===== config.mk =====
export PLATFORM = sky130hd
export DESIGN_NAME = timer_intr_unit_flat
export DESIGN_NICKNAME = d
export VERILOG_FILES = /design/src/rtl/timer_intr_unit_pkg.sv /design/src/rtl/timer_intr_unit_if.sv /design/src/rtl/timer_intr_unit_mtime_counter.sv /design/src/rtl/timer_intr_unit.sv /design/src/flat_wrapper.sv
export SDC_FILE = /design/constraint.sdc
export NUM_CORES = 1
export LEC_CHECK = 0
export ABC_AREA = 1
export BUFFER_PORTS_ARGS = -buffer_cell sky130_fd_sc_hd__buf_4
export CAP_MARGIN = 5
export CORE_MARGIN = 2
export CORE_UTILIZATION = 60
export CTS_CLUSTER_SIZE = 40
export DETAILED_ROUTE_END_ITERATION = 10
export PLACE_DENSITY_LB_ADDON = 0.12
export SYNTH_ARGS = -nofsm -noshare
export SYNTH_HDL_FRONTEND = slang
export SYNTH_SLANG_ARGS = --single-unit

===== constraint.sdc =====
create_clock -name clk_i -period 3.27 [get_ports clk_i]
set_input_delay 0.1635 -clock clk_i [delete_from_list [all_inputs] [get_ports clk_i]]
set_output_delay 0.1635 -clock clk_i [all_outputs]
set_load 0.02 [all_outputs]

===== src/rtl/timer_intr_unit_pkg.sv =====
// Shared constants for the machine timer/software interrupt unit: register offsets,
// trap cause codes and the request FSM encoding.
package timer_intr_unit_pkg;

  localparam logic [2:0] TIM_MTIME_LO = 3'd0;
  localparam logic [2:0] TIM_MTIME_HI = 3'd1;
  localparam logic [2:0] TIM_CMP_LO   = 3'd2;
  localparam logic [2:0] TIM_CMP_HI   = 3'd3;
  localparam logic [2:0] TIM_MSIP     = 3'd4;
  localparam logic [2:0] TIM_PRESCALE = 3'd5;

  localparam logic [31:0] CAUSE_M_TIMER = 32'h8000_0007;
  localparam logic [31:0] CAUSE_M_SOFT  = 32'h8000_0003;

  typedef enum logic [1:0] {
    ST_IDLE    = 2'b00,
    ST_PEND    = 2'b01,
    ST_SERVICE = 2'b10
  } tim_state_e;

endpackage


===== src/rtl/timer_intr_unit_if.sv =====
// Memory-mapped data-bus port of the timer unit; master is the core LSU, slave is the timer.
// Reads are combinational, writes land on the clock edge ending the access; no stalls.
interface timer_intr_unit_if;
  logic        sel;
  logic [4:0]  addr;
  logic        we;
  logic [31:0] wdata;
  logic [31:0] rdata;

  modport master (output sel, output addr, output we, output wdata, input rdata);
  modport slave  (input sel, input addr, input we, input wdata, output rdata);
endinterface


===== src/rtl/timer_intr_unit_mtime_counter.sv =====
// Prescaled 64-bit mtime counter with half-word write port; writes take effect on the next edge.
// A write to either half drops that cycle's increment; writing prescale restarts the divider.
module mtime_counter #(
  parameter int PRESCALE_W = 8
) (
  input  logic                  clk_i,
  input  logic                  rst_i,
  input  logic                  lo_we_i,
  input  logic                  hi_we_i,
  input  logic                  ps_we_i,
  input  logic [31:0]           wdata_i,
  output logic [63:0]           mtime_o,
  output logic [PRESCALE_W-1:0] prescale_o
);

  logic [PRESCALE_W-1:0] pcnt_q, pcnt_d;
  logic [PRESCALE_W-1:0] prescale_q, prescale_d;
  logic [63:0]           mtime_q, mtime_d;
  logic                  tick;

  always_comb begin
    tick       = (pcnt_q == prescale_q);
    pcnt_d     = tick ? '0 : pcnt_q + 1'b1;
    prescale_d = prescale_q;
    if (ps_we_i) begin
      prescale_d = wdata_i[PRESCALE_W-1:0];
      pcnt_d     = '0;
    end

    // The written half wins outright; the other half keeps its old value (no carry).
    mtime_d = mtime_q + 64'(tick);
    if (lo_we_i) begin
      mtime_d = {mtime_q[63:32], wdata_i};
    end else if (hi_we_i) begin
      mtime_d = {wdata_i, mtime_q[31:0]};
    end
  end

  always_ff @(posedge clk_i) begin
    if (rst_i) begin
      pcnt_q     <= '0;
      prescale_q <= '0;
      mtime_q    <= '0;
    end else begin
      pcnt_q     <= pcnt_d;
      prescale_q <= prescale_d;
      mtime_q    <= mtime_d;
    end
  end

  assign mtime_o    = mtime_q;
  assign prescale_o = prescale_q;

endmodule


===== src/rtl/timer_intr_unit.sv =====
// Machine timer + software interrupt source; one registered request per event, 1-cycle latency.
// The request holds in PEND until taken or withdrawn, and re-arms only after mret.
module timer_intr_unit
  import timer_intr_unit_pkg::*;
#(
  parameter int          PRESCALE_W = 8,
  parameter logic [63:0] CMP_RESET  = 64'hFFFF_FFFF_FFFF_FFFF
) (
  input  logic                     clk_i,
  input  logic                     rst_i,
  timer_intr_unit_if.slave         bus,
  input  logic                     mie_i,
  input  logic                     mtie_i,
  input  logic                     msie_i,
  input  logic                     int_taken_i,
  input  logic                     mret_i,
  output logic                     interrupt_o,
  output logic [31:0]              int_cause_o,
  output logic                     timer_pend_o
);

  logic [63:0]           mtime;
  logic [PRESCALE_W-1:0] prescale;
  logic [63:0]           cmp_q, cmp_d;
  logic                  msip_q, msip_d;
  logic                  wr_en;
  logic [2:0]            reg_sel;
  logic                  src_t, src_s, src;
  tim_state_e            state_q;
  logic                  interrupt_q;
  logic [31:0]           cause_q;
  logic                  unused_addr;

  assign reg_sel     = bus.addr[4:2];
  assign wr_en       = bus.sel & bus.we;
  assign unused_addr = ^bus.addr[1:0];

  mtime_counter #(
    .PRESCALE_W (PRESCALE_W)
  ) u_mtime (
    .clk_i      (clk_i),
    .rst_i      (rst_i),
    .lo_we_i    (wr_en && (reg_sel == TIM_MTIME_LO)),
    .hi_we_i    (wr_en && (reg_sel == TIM_MTIME_HI)),
    .ps_we_i    (wr_en && (reg_sel == TIM_PRESCALE)),
    .wdata_i    (bus.wdata),
    .mtime_o    (mtime),
    .prescale_o (prescale)
  );

  always_comb begin
    cmp_d  = cmp_q;
    msip_d = msip_q;
    if (wr_en) begin
      case (reg_sel)
        TIM_CMP_LO: cmp_d  = {cmp_q[63:32], bus.wdata};
        TIM_CMP_HI: cmp_d  = {bus.wdata, cmp_q[31:0]};
        TIM_MSIP:   msip_d = bus.wdata[0];
        default:    ;
      endcase
    end
  end

  always_ff @(posedge clk_i) begin
    if (rst_i) begin
      cmp_q  <= CMP_RESET;
      msip_q <= 1'b0;
    end else begin
      cmp_q  <= cmp_d;
      msip_q <= msip_d;
    end
  end

  always_comb begin
    bus.rdata = '0;
    case (reg_sel)
      TIM_MTIME_LO: bus.rdata = mtime[31:0];
      TIM_MTIME_HI: bus.rdata = mtime[63:32];
      TIM_CMP_LO:   bus.rdata = cmp_q[31:0];
      TIM_CMP_HI:   bus.rdata = cmp_q[63:32];
      TIM_MSIP:     bus.rdata = {31'd0, msip_q};
      TIM_PRESCALE: bus.rdata = 32'(prescale);
      default:      bus.rdata = '0;
    endcase
  end

  assign timer_pend_o = (mtime >= cmp_q);
  assign src_t        = timer_pend_o & mtie_i;
  assign src_s        = msip_q & msie_i;
  assign src          = (src_t | src_s) & mie_i;

  // Software wins the cause when both sources fire; cause is frozen once in PEND.
  always_ff @(posedge clk_i) begin
    if (rst_i) begin
      state_q     <= ST_IDLE;
      interrupt_q <= 1'b0;
      cause_q     <= '0;
    end else begin
      case (state_q)
        ST_IDLE: begin
          if (src) begin
            state_q     <= ST_PEND;
            interrupt_q <= 1'b1;
            cause_q     <= src_s ? CAUSE_M_SOFT : CAUSE_M_TIMER;
          end
        end
        ST_PEND: begin
          if (int_taken_i) begin
            state_q     <= ST_SERVICE;
            interrupt_q <= 1'b0;
          end else if (!src) begin
            state_q     <= ST_IDLE;
            interrupt_q <= 1'b0;
          end
        end
        ST_SERVICE: begin
          if (mret_i) begin
            state_q <= ST_IDLE;
          end
        end
        default: begin
          state_q     <= ST_IDLE;
          interrupt_q <= 1'b0;
        end
      endcase
    end
  end

  assign interrupt_o = interrupt_q;
  assign int_cause_o = cause_q;

endmodule


===== src/flat_wrapper.sv =====
// flat-port wrapper written by rule: the top's interface ports become plain ports
module timer_intr_unit_flat import timer_intr_unit_pkg::*;
#(
  parameter int          PRESCALE_W = 8,
  parameter logic [63:0] CMP_RESET  = 64'hFFFF_FFFF_FFFF_FFFF
)
  (clk_i, rst_i, mie_i, mtie_i, msie_i, int_taken_i, mret_i, interrupt_o, int_cause_o, timer_pend_o, bus_sel, bus_addr, bus_we, bus_wdata, bus_rdata);
  timer_intr_unit_if bus_i ();
  input  logic clk_i;
  input  logic rst_i;
  input  logic mie_i;
  input  logic mtie_i;
  input  logic msie_i;
  input  logic int_taken_i;
  input  logic mret_i;
  output logic interrupt_o;
  output logic [31:0] int_cause_o;
  output logic timer_pend_o;
  input wire logic [$bits(bus_i.sel)-1:0] bus_sel;
  input wire logic [$bits(bus_i.addr)-1:0] bus_addr;
  input wire logic [$bits(bus_i.we)-1:0] bus_we;
  input wire logic [$bits(bus_i.wdata)-1:0] bus_wdata;
  output wire logic [$bits(bus_i.rdata)-1:0] bus_rdata;
  assign bus_i.sel = bus_sel;
  assign bus_i.addr = bus_addr;
  assign bus_i.we = bus_we;
  assign bus_i.wdata = bus_wdata;
  assign bus_rdata = bus_i.rdata;
  timer_intr_unit #(.PRESCALE_W(PRESCALE_W), .CMP_RESET(CMP_RESET)) u_core (.clk_i(clk_i), .rst_i(rst_i), .bus(bus_i), .mie_i(mie_i), .mtie_i(mtie_i), .msie_i(msie_i), .int_taken_i(int_taken_i), .mret_i(mret_i), .interrupt_o(interrupt_o), .int_cause_o(int_cause_o), .timer_pend_o(timer_pend_o));
endmodule

# Word-level counts from Yosys, hierarchy flattened

Index checks and enable logic that the tools add are counted.
Widths: inputs -> output; s select.

Bits of input ports: 46
Register bits: 180

Add/sub/neg operators: 2
Bitwise logic cells: 8
$lt $le $gt $ge: 1
Equality and inequality tests: 12
Reductions and logical operators: 12
Multiplexer cells: 14

Operators by type and width:

| kind                | count |
|---|---|
| $pmux 32 s6         | 1 |
| $pmux 64 s2         | 1 |
| $add 64x1->64       | 1 |
| $ge 64x64->1        | 1 |
| $mux 64             | 1 |
| $mux 32             | 1 |
| $reduce_and 3->1    | 4 |
| $add 8x1->8 const B | 1 |
| $eq 8x8->1          | 1 |
| $mux 2              | 4 |
| $eq 3x2->1 const B  | 2 |
| $eq 3x3->1 const B  | 2 |
| $pmux 2 s3          | 1 |
| $and 1x1->1         | 4 |
| $ne 2x2->1 const B  | 2 |
| $reduce_and 2->1    | 2 |
| $eq 3x1->1 const B  | 1 |
| $logic_and 1x1->1   | 3 |
| $logic_not 3->1     | 1 |
| $mux 1              | 3 |
| $mux 3              | 1 |
| $ne 3x3->1 const B  | 1 |
| $not 1->1           | 3 |
| $pmux 1 s3          | 1 |
| 6 further kinds     | 6 |

# Logic depth before layout (Yosys ltp)

Depth after elaboration: 7
Mapped depth: 22
Gate-level depth less buffers: 22

# Cells and area by module

From an unflattened synthesis, not the netlist that was laid out.

Cell total of the unflattened synthesis: 1695
Area, all modules: 10860.4 µm²

Modules (own cells, without submodules):

| module          | area each (µm²) | instances | cells each | seq. area each (µm²) |
|---|---|---|---|---|
| mtime_counter   | 5557.8          | 1         | 962        | 1601.5 |
| timer_intr_unit | 5302.6          | 1         | 733        | 1401.3 |

# Least setup slack after synthesis

OpenSTA, ideal clock, no wires.

Kind: reg2reg
Start: register u_core.u_mtime.pcnt_q[3]
End: register u_core.u_mtime.mtime_q[38] (netlist: u_core.u_mtime.mtime_o[38])
Slack: 0.605 ns
Arrival: 2.536 ns
Path buffers: 0
Library setup time: 0.129 ns
Cell stages (with the launch flop): 20
Path through: dfxtp_1 > inv_1 > or2_2 > nand4_1 > nand3b_1 > nor4_1 > ha_1 > ha_1 > nand2_1 > inv_2 > nand4_4 > nor2_4 > nand2_2 > nor2_4 > nand2_1 > nor4_1 > or2_2 > nand3_1 > o21ai_0 > a21oi_1

Longest elaborated chain between the ends: 3

RTL lines:

| item                     | RTL line                            | RTL |
|---|---|---|
| start: declaration       | timer_intr_unit_mtime_counter.sv:16 | `logic [PRESCALE_W-1:0] pcnt_q, pcnt_d;` |
| start signal: assignment | timer_intr_unit_mtime_counter.sv:45 | `pcnt_q <= pcnt_d;` |
| $eq 8x8->1               | timer_intr_unit_mtime_counter.sv:22 | `tick = (pcnt_q == prescale_q);` |
| $add 64x1->64            | timer_intr_unit_mtime_counter.sv:31 | `mtime_d = mtime_q + 64'(tick);` |
| $mux 64                  | timer_intr_unit_mtime_counter.sv:34 | `end else if (hi_we_i) begin` |
| end signal: assignment   | timer_intr_unit_mtime_counter.sv:47 | `mtime_q <= mtime_d;` |
| end: declaration         | timer_intr_unit_mtime_counter.sv:18 | `logic [63:0] mtime_q, mtime_d;` |

Every way passes these cells. The select of a mux whose other input is x is not followed.
A chain may end at the register's enable or synchronous reset.

# Worst setup path in the final report

Start: register u_core.u_mtime.prescale_q[6] (netlist: u_core.u_mtime.prescale_o[6])
End: register u_core.u_mtime.mtime_q[27] (netlist: u_core.u_mtime.mtime_o[27])

Longest elaborated chain between the ends: 4

RTL lines:

| item                     | RTL line                            | RTL |
|---|---|---|
| start: declaration       | timer_intr_unit_mtime_counter.sv:17 | `logic [PRESCALE_W-1:0] prescale_q, prescale_d;` |
| start signal: assignment | timer_intr_unit_mtime_counter.sv:46 | `prescale_q <= prescale_d;` |
| $eq 8x8->1               | timer_intr_unit_mtime_counter.sv:22 |  |
| $add 64x1->64            | timer_intr_unit_mtime_counter.sv:31 |  |
| $mux 64                  | timer_intr_unit_mtime_counter.sv:34 |  |
| $mux 32                  | timer_intr_unit_mtime_counter.sv:32 | `if (lo_we_i) begin` |

Every way passes these cells. The select of a mux whose other input is x is not followed.

==> run_results.csv <==
group,metric,value,unit
power,p_clk_share,48.3,%
grt,gr-total-overflow,0,
critical_path,rr_endpoint,"u_core.u_mtime.mtime_o[27]$_SDFFE_PP0P_",
yosys,synth-xor-area-share,4.55,%
floorplanning,start_util,60.7,%
clocking,cts_tree,"done",
job,cap_violations,0,
power,combPwrFrac,12.3,%
yosys,synth_top_family_by_area,"simple AND/OR/NAND/NOR gates",
yosys,syn_avg_cell_area,7.01,um^2
critical_path,startpoint,"u_core.u_mtime.prescale_o[6]$_SDFFE_PP0P_",
sta,period_minus_slack,3090,ps
power,switching_share,26.2,%
sta,slew_headroom,33.7,%
cells_and_area,fin_area,12200,um^2
power,p_leak,5.46,nW
sta,tightest_slew,993,ps
yosys,yosys_most_used_dff,"dfxtp_1",
route,post-route-drc-count,0,
critical_path,r2r_cells,17,
yosys,syn-instance-count,1483,
floorplanning,die_area,18400,um^2
cells_and_area,diodes,0,
yosys,synth-compound-area-share,21.1,%
cells_and_area,drive_above_1_share,12.7,%
yosys,synth_edf_count,0,
critical_path,startpoint_type,"flip-flop",
cells_and_area,nNetsFinal,1690,
route,num_vias,10800,
route,initialDrtViolationCount,1355,
sta,setup_viol,0,
floorplanning,die_w,136,um
yosys,ys_warn_count,0,
status,status,"finished, final reports clean",
critical_path,crit_chain,"xnor2_1 > nand2_1 > nor4_4 > ha_2 > buf_4 > nand3_2 > nor2_4 > nand2_4 > nor2_8 > nand3_4 > nor2_4 > buf_4 > nand3_1 > xor2_1 > nor3_1 > a21oi_1 > a21oi_1",
sta,skew,9.70,ps
placement,dp_hpwl,24300,um
cells_and_area,nFillCells,1460,
critical_path,crit_path_end_kind,"flip-flop",
grt,grt_pass1_vias,9757,
cells_and_area,fin_util,71.3,%
min_path,worstHoldStart,"bus_wdata[26]",
sta,min_period_over_period,94.5,%
grt,grt_pass1_wl,53300,um
sta,hold_violations,0,
critical_path,slowest_stage,"dfxtp_1",
sta,max_freq,324,MHz
route,drt.antenna.violating_nets,0,
critical_path,worstPathMaxFanout,4,
critical_path,reg2reg_setup_slack,180,ps
grt,grt_max_degree,66,
critical_path,cp.required,3620,ps
sta,drv_slew,0,
yosys,async_reset_ff_share,0,%
grt,antenna_found_initial,0,
placement,portBuffers,81,
clocking,cts_root_buf,"clkbuf_16",
floorplanning,core.rowCount,48,
clocking,cts_made_buffers,17,
yosys,synthMuxAreaShare,0,%
power,p_per_area,404,nW/um^2
yosys,seq_area_frac_synth,28.9,%
route,drtPass1Iterations,6,
yosys,syn_area,10400,um^2
yosys,synthSimpleGateAreaFrac,25.2,%
clocking,clock_sinks,150,
placement,gp_congestion,1.00,
min_path,hold_class,"in -> reg",
route,avgViaCountPerCell,5.92,
floorplanning,core,17100,um^2
route,wirelength,33900,um
clocking,path_clk_slew,70,ps
cells_and_area,final_common_cell,"nand2_1",
yosys,synthAdderAreaFrac,8.07,%
cells_and_area,mostFrequentLayoutCells,"nand2_1 (294), inv_1 (189), dfxtp_1 (150), a21oi_1 (118), buf_4 (110)",
clocking,cts_buffer_depth,2,
critical_path,r2r_start,"u_core.u_mtime.prescale_o[6]$_SDFFE_PP0P_",
yosys,yosysUniqueCellTypes,52,
min_path,holdPathStages,3,
power,peakVddDrop,0.519,mV
sta,final.setup.tns,0,ps
grt,grt_usage,37.3,%
floorplanning,fp.dieH,136,um
power,p_switching,1.29,mW
power,intPower,3.63,mW
clocking,clk_latency,440,ps
power,finalPower,4.93,mW
critical_path,crit_type,"reg -> reg",
placement,place_area,11100,um^2
floorplanning,io_pins,112,
power,sequentialPowerShare,39.4,%
min_path,whs_endpoint,"u_core.cmp_q[26]$_SDFFE_PP1P_",
cells_and_area,syn_to_final_growth,17.5,%
clocking,htreeDepth,4,
critical_path,arrival,3440,ps
route,drt-wirelength-per-cell,18.7,um
critical_path,critPathMaxStageDelay,430,ps
yosys,synth-seq-cells,150,
## worst max path at each step
| stage | to | cells past startpoint |
|---|---|---|
| after CTS | u_core.u_mtime.mtime_o[38]$_SDFFE_PP0N_ | 19 |
| after global routing | u_core.u_mtime.mtime_o[55]$_SDFFE_PP0N_ | 20 |
| after floorplan | u_core.u_mtime.mtime_o[38]$_SDFFE_PP0N_ | 19 |
| after global placement | u_core.u_mtime.mtime_o[38]$_SDFFE_PP0N_ | 19 |
| after detailed placement | u_core.u_mtime.mtime_o[38]$_SDFFE_PP0N_ | 19 |
| final | u_core.u_mtime.mtime_o[27]$_SDFFE_PP0P_ | 17 |
## cell families after synthesis
group | Yosys count
fa+ha+maj | 67
flops | 150
buf+inv | 297
compound gates | 355
other cells | 1
xor+xnor | 54
simple gates | 559
## synthesized netlist by cell type, drive strengths merged, types with 38 or more instances
| library cell | number | area share [%] |
|---|---|---|
| nor2 | 102 | 4.7 |
| ha | 67 | 8.1 |
| clkbuf | 38 | 1.4 |
| inv | 200 | 7.2 |
| buf | 58 | 3.5 |
| o21ai | 79 | 3.8 |
| dfxtp | 150 | 29 |
| xor2 | 48 | 4.0 |
| nor3 | 59 | 3.2 |
| a21oi | 119 | 5.8 |
| nand3 | 51 | 2.8 |
| nand2 | 301 | 11 |
| o211ai | 71 | 5.1 |
## critical path, delay by kind of cell (launching register included)
kind	cells	cell delay, ps
adder cells (fa/ha/maj)	1	240
AO/OA/AOI/OAI	2	250
XOR/XNOR	2	350
flip-flops	1	430
buffers and inverters	2	270
AND/OR/NAND/NOR	10	1460
## power by group through the flow
| stage | Clock (mW) | Combinational [mW] | Sequential, mW |
|---|---|---|---|
| 2_1_floorplan | 0 | 0.373 | 1.96 |
| 6_report | 2.38 | 0.607 | 1.94 |
| 4_1_cts | 2.38 | 0.583 | 1.94 |
| 3_3_place_gp | 0 | 0.539 | 1.97 |
| 5_1_grt | 2.46 | 0.665 | 1.94 |
| 3_5_place_dp | 0 | 0.546 | 1.98 |
## cell type report
| cell class | instances | area, um^2 | area share [%] |
|---|---|---|---|
| clock buffer | 18 | 429 | 3.52 |
| clock inverter | 14 | 268 | 2.19 |
| inverter | 201 | 754 | 6.18 |
| multi-input combinational | 1063 | 6300 | 51.6 |
| sequential | 150 | 3000 | 24.6 |
| tap | 225 | 282 | 2.31 |
| timing repair buffer | 144 | 1180 | 9.63 |
## registers in the layout (all words and copies together), names as in the netlist
name and count:
u_core.interrupt_o 1, u_core.int_cause_o 2, u_core.u_mtime.prescale_o 8, u_core.u_mtime.mtime_o 64
u_core.msip_q 1, u_core.u_mtime.pcnt_q 8, u_core.state_q 2, u_core.cmp_q 64
## metrics by stage
step	hold slack, ps	cells	setup slack [ps]
6_report	9.56	1815	180
5_1_grt	17.0	1815	-15.2
4_1_cts	2.44	1811	60.6
3_5_place_dp	407	1746	79.6
3_3_place_gp	398	1746	187
2_1_floorplan	290	1510	605
## metal layers
| metal | GRT usage, % | wire length [um] |
|---|---|---|
| met1 | 49.4 | 14100 |
| met4 | 14.4 | 1210 |
| met3 | 6.70 | 2780 |
| met2 | 60.4 | 15800 |
| met5 | 0 | 0 |
## timing repair
item                                    in CTS  in global routing
endpoints found under the hold margin       56                  0
hold buffers                                33                  0
endpoints found under the setup margin       0                 30
buffers inserted                             0                  4
resized for setup                            0                 12
Note: power is estimated with default switching activity, not from simulation.
